<file path="src/rtl/mmio_input_port.sv">
// rtl/mmio_input_port.sv - memory-mapped debounced input port with edge flags, event counter and irq
module mmio_input_port #(
  parameter int          WIDTH    = 9,
  parameter logic [31:0] BASE     = 32'h0000_0100,
  parameter int          DEBOUNCE = 16,
  parameter int          CNTW     = 16
) (
  input  logic             clk,
  input  logic             rst,
  input  logic             we,
  input  logic [31:0]      addr,
  input  logic [31:0]      wd,
  output logic [31:0]      rd,
  output logic             hit,
  input  logic [WIDTH-1:0] entradas,
  output logic             irq
);

  // Debounce counters only need to reach DEBOUNCE-1; keep at least one bit.
  localparam int            DW    = (DEBOUNCE > 1) ? $clog2(DEBOUNCE) : 1;
  localparam logic [DW-1:0] DLAST = DW'(DEBOUNCE - 1);

  localparam logic [2:0] OFF_DATA   = 3'd0;
  localparam logic [2:0] OFF_EDGE   = 3'd1;
  localparam logic [2:0] OFF_MASK   = 3'd2;
  localparam logic [2:0] OFF_STATUS = 3'd3;
  localparam logic [2:0] OFF_CNT    = 3'd4;

  logic [WIDTH-1:0] sync1;
  logic [WIDTH-1:0] sync2;
  logic [WIDTH-1:0] stable;
  logic [DW-1:0]    dcnt [WIDTH];
  logic [WIDTH-1:0] edge_flags;
  logic [WIDTH-1:0] mask;
  logic [CNTW-1:0]  cnt;

  logic [WIDTH-1:0] accept;
  logic [WIDTH-1:0] rise;
  logic [2:0]       off;
  logic             wr;
  logic             wr_edge;
  logic             wr_mask;
  logic             wr_cnt;
  logic             unused_ok;

  // Byte offset bits and the upper write-data bits carry no meaning here.
  assign unused_ok = &{1'b0, addr[1:0], wd};

  assign hit     = (addr[31:5] == BASE[31:5]);
  assign off     = addr[4:2];
  assign wr      = we & hit;
  assign wr_edge = wr && (off == OFF_EDGE);
  assign wr_mask = wr && (off == OFF_MASK);
  assign wr_cnt  = wr && (off == OFF_CNT);

  assign irq = |(edge_flags & mask);

  // A bit is accepted once it has disagreed with the debounced value for DEBOUNCE edges.
  always_comb begin
    accept = '0;
    for (int i = 0; i < WIDTH; i++) begin
      accept[i] = (sync2[i] != stable[i]) && (dcnt[i] == DLAST);
    end
  end

  // Only accepts toward 1 count as rising edges; falling accepts are silent.
  assign rise = accept & sync2;

  // Two-flop synchronizer for the asynchronous inputs.
  always_ff @(posedge clk or posedge rst) begin
    if (rst) begin
      sync1 <= '0;
      sync2 <= '0;
    end else begin
      sync1 <= entradas;
      sync2 <= sync1;
    end
  end

  // Per-bit debounce counters and the accepted (stable) input value.
  always_ff @(posedge clk or posedge rst) begin
    if (rst) begin
      stable <= '0;
      for (int i = 0; i < WIDTH; i++) dcnt[i] <= '0;
    end else begin
      stable <= stable ^ accept;
      for (int i = 0; i < WIDTH; i++) begin
        if ((sync2[i] == stable[i]) || accept[i]) dcnt[i] <= '0;
        else                                      dcnt[i] <= dcnt[i] + DW'(1);
      end
    end
  end

  // Sticky rise flags; a new rise beats a write-1-to-clear on the same edge.
  always_ff @(posedge clk or posedge rst) begin
    if (rst) edge_flags <= '0;
    else     edge_flags <= rise | (edge_flags & ~(wr_edge ? wd[WIDTH-1:0] : '0));
  end

  // Interrupt/count enable mask.
  always_ff @(posedge clk or posedge rst) begin
    if (rst)          mask <= '0;
    else if (wr_mask) mask <= wd[WIDTH-1:0];
  end

  // Event counter: one count per edge with any enabled rise; a write clears and wins.
  always_ff @(posedge clk or posedge rst) begin
    if (rst)                 cnt <= '0;
    else if (wr_cnt)         cnt <= '0;
    else if (|(rise & mask)) cnt <= cnt + CNTW'(1);
  end

  // Read mux, purely combinational with no side effects.
  always_comb begin
    rd = '0;
    if (hit) begin
      case (off)
        OFF_DATA:   rd[WIDTH-1:0] = stable;
        OFF_EDGE:   rd[WIDTH-1:0] = edge_flags;
        OFF_MASK:   rd[WIDTH-1:0] = mask;
        OFF_STATUS: rd[1:0]       = {|stable, irq};
        OFF_CNT:    rd[CNTW-1:0]  = cnt;
        default:    rd            = '0;
      endcase
    end
  end

endmodule

</file>
<file path="config.mk">
export PLATFORM = sky130hd
export DESIGN_NAME = mmio_input_port
export DESIGN_NICKNAME = d
export VERILOG_FILES = /design/src/rtl/mmio_input_port.sv
export SDC_FILE = /design/constraint.sdc
export NUM_CORES = 1
export LEC_CHECK = 0
export CAP_MARGIN = 30
export CORE_UTILIZATION = 40
export DETAILED_ROUTE_END_ITERATION = 10
export PLACE_DENSITY = 0.64
export SYNTH_ARGS = -nofsm -noshare
export SYNTH_HDL_FRONTEND = slang
export SYNTH_SLANG_ARGS = --single-unit
</file>
<file path="constraint.sdc">
create_clock -name clk -period 5.21 [get_ports clk]
set_input_delay 1.042 -clock clk [delete_from_list [all_inputs] [get_ports clk]]
set_output_delay 1.042 -clock clk [all_outputs]
set_load 0.01 [all_outputs]
</file>
# --- After elaboration in Yosys (flattened, before gate mapping) ---
# Index checks and enable logic that the tools add are counted.
classes:
  n_bitwise: 8
  n_reduce_logical: 26
  n_eq_ne: 32
  add_sub_neg: 10
  muxes: 16
op_table:
  columns: ["operator", "count"]
  rows:
  - ["16-bit two-way mux", 3]
  - ["4-bit by 1-bit adder with 4-bit output (second input constant)", 9]
  - ["9-bit AND", 4]
  - ["4-bit == test (second input constant)", 9]
  - ["4-bit two-way mux", 9]
  - ["7-bit one-hot mux with 4 select lines", 1]
  - ["27-bit by 4-bit == test with 1-bit output (second input constant)", 1]
  - ["9-bit OR reduction", 3]
  - ["16-bit by 1-bit adder with 16-bit output (second input constant)", 1]
  - ["1-bit logical AND", 12]
  - ["2-bit one-hot mux with 5 select lines", 1]
  - ["1-bit == test", 9]
  - ["1-bit logical OR", 9]
  - ["9-bit two-way mux", 1]
  - ["1-bit != test", 9]
  - ["9-bit inverter", 1]
  - ["9-bit bitwise OR", 1]
  - ["9-bit bitwise XOR", 1]
  - ["7-bit two-way mux", 1]
  - ["3-bit by 2-bit == test with 1-bit output (second input constant)", 2]
  - ["3-bit by 1-bit == test with 1-bit output (second input constant)", 1]
  - ["3-bit == test (second input constant)", 1]
  - ["3-bit logical NOT", 1]
  - ["2-bit nonzero test", 1]
  - ["1-bit AND", 1]
totals:
  register_bits: 97
  wordCells: 107

# --- Depth between registers and ports, before layout ---
logic_depth:
  ltp_word: 7
  ltp_mapped: 9

# --- Worst setup path after synthesis ---
# OpenSTA, ideal clock, no wires.
synth_timing:
  path_type: "input port to output port"
  startpoint: "input port addr[4]"
  endpoint: "output port rd[2]"
  stages: 7
  arrival_ns: 2.242
  setup_slack_ns: 1.926
  path_cell_list: "clkbuf_1 -> buf_1 -> mux2i_1 -> nor2_1 -> a21oi_1 -> a2bb2oi_1 -> nor2_1"
synth_between:
  elab_chain_cells: 3
synth_lines:
  columns: ["item", "line", "source"]
  rows:
  - ["from (decl)", "11", "input logic [31:0] addr,"]
  - ["3-bit == test, or another cell as far along", "117", "case (off)"]
  - ["7-bit one-hot mux with 4 select lines *", "117", null]
  - ["16-bit two-way mux *", "116", "if (hit) begin"]
  - ["to (decl)", "13", "output logic [31:0] rd,"]
# Mark *: on every way between the ends. The rest lies on a longest branch, timed or not.

# --- Worst setup path after layout ---
layout_timing:
  startpoint: "input port addr[6]"
  endpoint: "output port rd[15]"
layout_between:
  elab_chain_cells: 2
layout_lines:
  columns: ["item", "line", "source"]
  rows:
  - ["27-bit by 4-bit == test with 1-bit output", "49", "assign hit = (addr[31:5] == BASE[31:5]);"]
  - ["16-bit two-way mux", "116", null]
# Every way passes these cells.

==> metrics.cfg <==
[sta]
fin_hold_ws_ns = 0.340
worstMarginPinSlew_ns = 0.791
final_number_of_max_transition_violations = 0
final.period_utilization_pct = 88.0
fin_worst_skew_ns = 0.00926
slew_headroom_pct = 47.3
timing_hold_violations_final = 0
summed_negative_setup_slack_over_all_endpoints_ns = 0
grt_setup_unrepaired = no
fmax_mhz = 218
finalSetupViolations = 0
min_period_ns = 4.58

[logic_synthesis]
synth.distinct_cells = 53
ys_seq_area_share_pct = 49.8
synthFlopType = dfrtp_1
postSynthCellCount = 469
synth-seq-cells = 97
post_synth_main_area_contributors = dfrtp_1 (50%), mux2i_1 (4.5%), nor2_1 (3.6%)
yosysTopAreaCellShare_pct = 49.8
post_synth.cell_area_avg_um2 = 10.4
yosysTopAreaCell = dfrtp_1
synth_warnings = 0
synth_edf_count = 0
synthesized_cell_area_um2 = 4870
synthArstFlopShare_pct = 100

[worst_setup_path]
crit_arrival_ns = 3.54
critical_path_required_ns = 4.17
critical_path_sink_type = output pin
worst-path-max-fanout = 12
setup.worst_path.start_class = primary input
crit_type = in -> out

[clock_network]
post-cts-setup-buffer-count = 0
cts_sinks = 97
clk-insertion-delay-late_ns = 0.35
cts_inserted_buffers = 9
worst_setup_hold_path_clk_slew_ns = 0.07
cts_tree = yes
cts-root-buf = clkbuf_16
post_cts_resize_count = 0
cts.hold.buffers_added = 0
cts-root-to-sink-buffers = 2
cts-htree-levels = 3

[power_and_ir_drop]
power_internal_w = 0.00124
pwr-share-seq_pct = 50.1
power.net_switching_w = 0.000350
power_density_nw_per_um2 = 267
cellLeakagePower_nw = 2.74
power.share.combinational_pct = 7.4
sw_ratio_pct = 22.1
irDropWorstVdd_mv = 0.160
share_clk_of_total_power_pct = 42.5

[route]
number_of_vias_in_the_routed_layout = 3562
drt_iter0_markers = 290
detail_route.wl_per_cell_um = 15.3
ant_nets = 0
drc_errors = 13
drtPass1Iterations = 8
route.final.wire_length_mm = 10.5
avgViaCountPerCell = 5.20

[run_status]
outcome = finished, violations left
failed_checks = design-rule violations

[placed_design]
placed_area_um2 = 5630
port-buffer-count = 68
hpwl_mm = 7.64
place_congestion = 0.830

[cells_and_area]
layout-drive-gt1-share_pct = 9.04
num-nets-final = 623
areaGrowthSynthToFinish_pct = 21.9
nFillCells = 1072
multi_input_area_um2 = 2240
register_area_um2 = 2430
insertedDiodeCount = 0
post-route-cell-area_um2 = 5940

[global_routing]
grt_first_pass_wirelength_mm = 17.5
global_route.overflow_total = 0
grt_util_all_layers_pct = 17.8
first_global_vias = 3548
grt_start_max_net_pins = 63
number_of_antenna_violations_at_the_first_check_in_global_routing = 0

[die]
number_of_placement_rows = 39
die_area_um2 = 12600
core-area_um2 = 11700
pin_count = 110
die_h_um = 112
floorplan.initialDensity_pct = 41.8
die_width_um = 112

[worst_hold_path]
worst_hold_path_type = reg -> reg

[job]
maxCapViolations = 0

## routing by layer
metal | GRT usage, % | part of all wire [%] | vias to the layer above
met5 | 0 | 0 | -
met4 | 5.51 | 1.3 | 0
met3 | 3.73 | 4.9 | 14
met2 | 29.8 | 48 | 99
met1 | 23.3 | 45 | 1706
li1 | - | - | 1743
## cell usage in the layout, fill, tap and decap left out, drive strengths merged, types with 3 or more instances in the layout
| cell | count |
|---|---|
| a211oi | 4 |
| a21o | 5 |
| a21oi | 20 |
| a2bb2oi | 7 |
| a32o | 3 |
| and2 | 11 |
| and3 | 11 |
| buf | 6 |
| clkbuf | 12 |
| clkdlybuf4s50 | 68 |
| conb | 16 |
| dfrtp | 97 |
| ha | 10 |
| inv | 13 |
| mux2 | 15 |
| mux2i | 22 |
| nand2 | 36 |
| nand2b | 4 |
| nand3 | 25 |
| nand3b | 4 |
| nand4 | 11 |
| nor2 | 47 |
| nor3 | 6 |
| nor3b | 6 |
| nor4 | 7 |
| o21ai | 9 |
| or2 | 4 |
| or2b | 11 |
| xnor2 | 10 |
| xor2 | 17 |
## worst paths after layout
path                           from        to  slack [ns]  depth (start not counted)
hold reg to reg            sync1[5]  sync2[5]        0.34                          0
setup reg to reg           dcnt[32]   cnt[15]        3.16                          6
min in group asynchronous       rst  dcnt[24]        1.19                          2
hold / removal             sync1[5]  sync2[5]        0.34                          0
max in group asynchronous       rst    cnt[6]        3.07                          3
setup / recovery            addr[6]    rd[15]        0.63                          7
## power by group through the flow
stage                      logic, W  registers (W)  clock network, W
after global placement     0.000116       0.000807                 0
after detailed placement   0.000120       0.000809                 0
final                      0.000118       0.000795          0.000675
after CTS                  0.000120       0.000795          0.000695
after global routing       0.000133       0.000797          0.000723
after floorplan           0.0000724       0.000805                 0
## flip-flops by register name, indices dropped and copies added, names as in the netlist, named ones only
name and cells:
dcnt 36, sync1 9, mask 9, edge_flags 9
sync2 9, cnt 16
## critical path, cell delays in order
cell and delay, ns:
clkdlybuf4s50_1 0.41, nor4_2 0.29, nand4_1 0.21, or2_2 0.47, nor2_1 0.39, and2_1 0.20
clkdlybuf4s50_1 0.53
## layout make-up
class	instances	share of cell area [%]
inverters	13	0.864
flip-flops and latches	97	40.9
repair buffers	74	12.2
multi-input cells	342	37.8
well taps	143	3.01
clock inverters	4	0.864
clock buffers	12	4.32
## through the flow
step	util, %	power, W	setup WS (ns)	std cells
floorplan	-	0.000877	1.63	484
global placement	48.2	0.000924	0.563	668
detailed placement	48.3	0.000929	0.524	669
CTS	50.9	0.00161	0.513	685
global route	50.9	0.00165	0.413	685
finish	50.9	0.00159	0.626	685
## cell families after synthesis
| family | share of synthesized area [%] |
|---|---|
| AO/OA/AOI/OAI | 8.76 |
| XOR/XNOR | 4.85 |
| adder cells (fa/ha/maj) | 2.57 |
| buffers and inverters | 5.24 |
| flip-flops | 49.8 |
| multiplexers | 7.99 |
| other | 0.0770 |
| AND/OR/NAND/NOR | 20.7 |
## cell usage after synthesis (all sizes together) (5+ instances only)
cell type and number:
a21o 5, a21oi 20, a2bb2oi 7, and2 11
and3 11, buf 23, clkbuf 9, dfrtp 97
ha 10, inv 13, mux2 15, mux2i 22
nand2 36, nand3 25, nand4 11, nor2 47
nor3 6, nor3b 6, nor4 7, o21ai 9
or2b 11, xnor2 10, xor2 17
No activity file was read; power rests on OpenSTA's default activity.
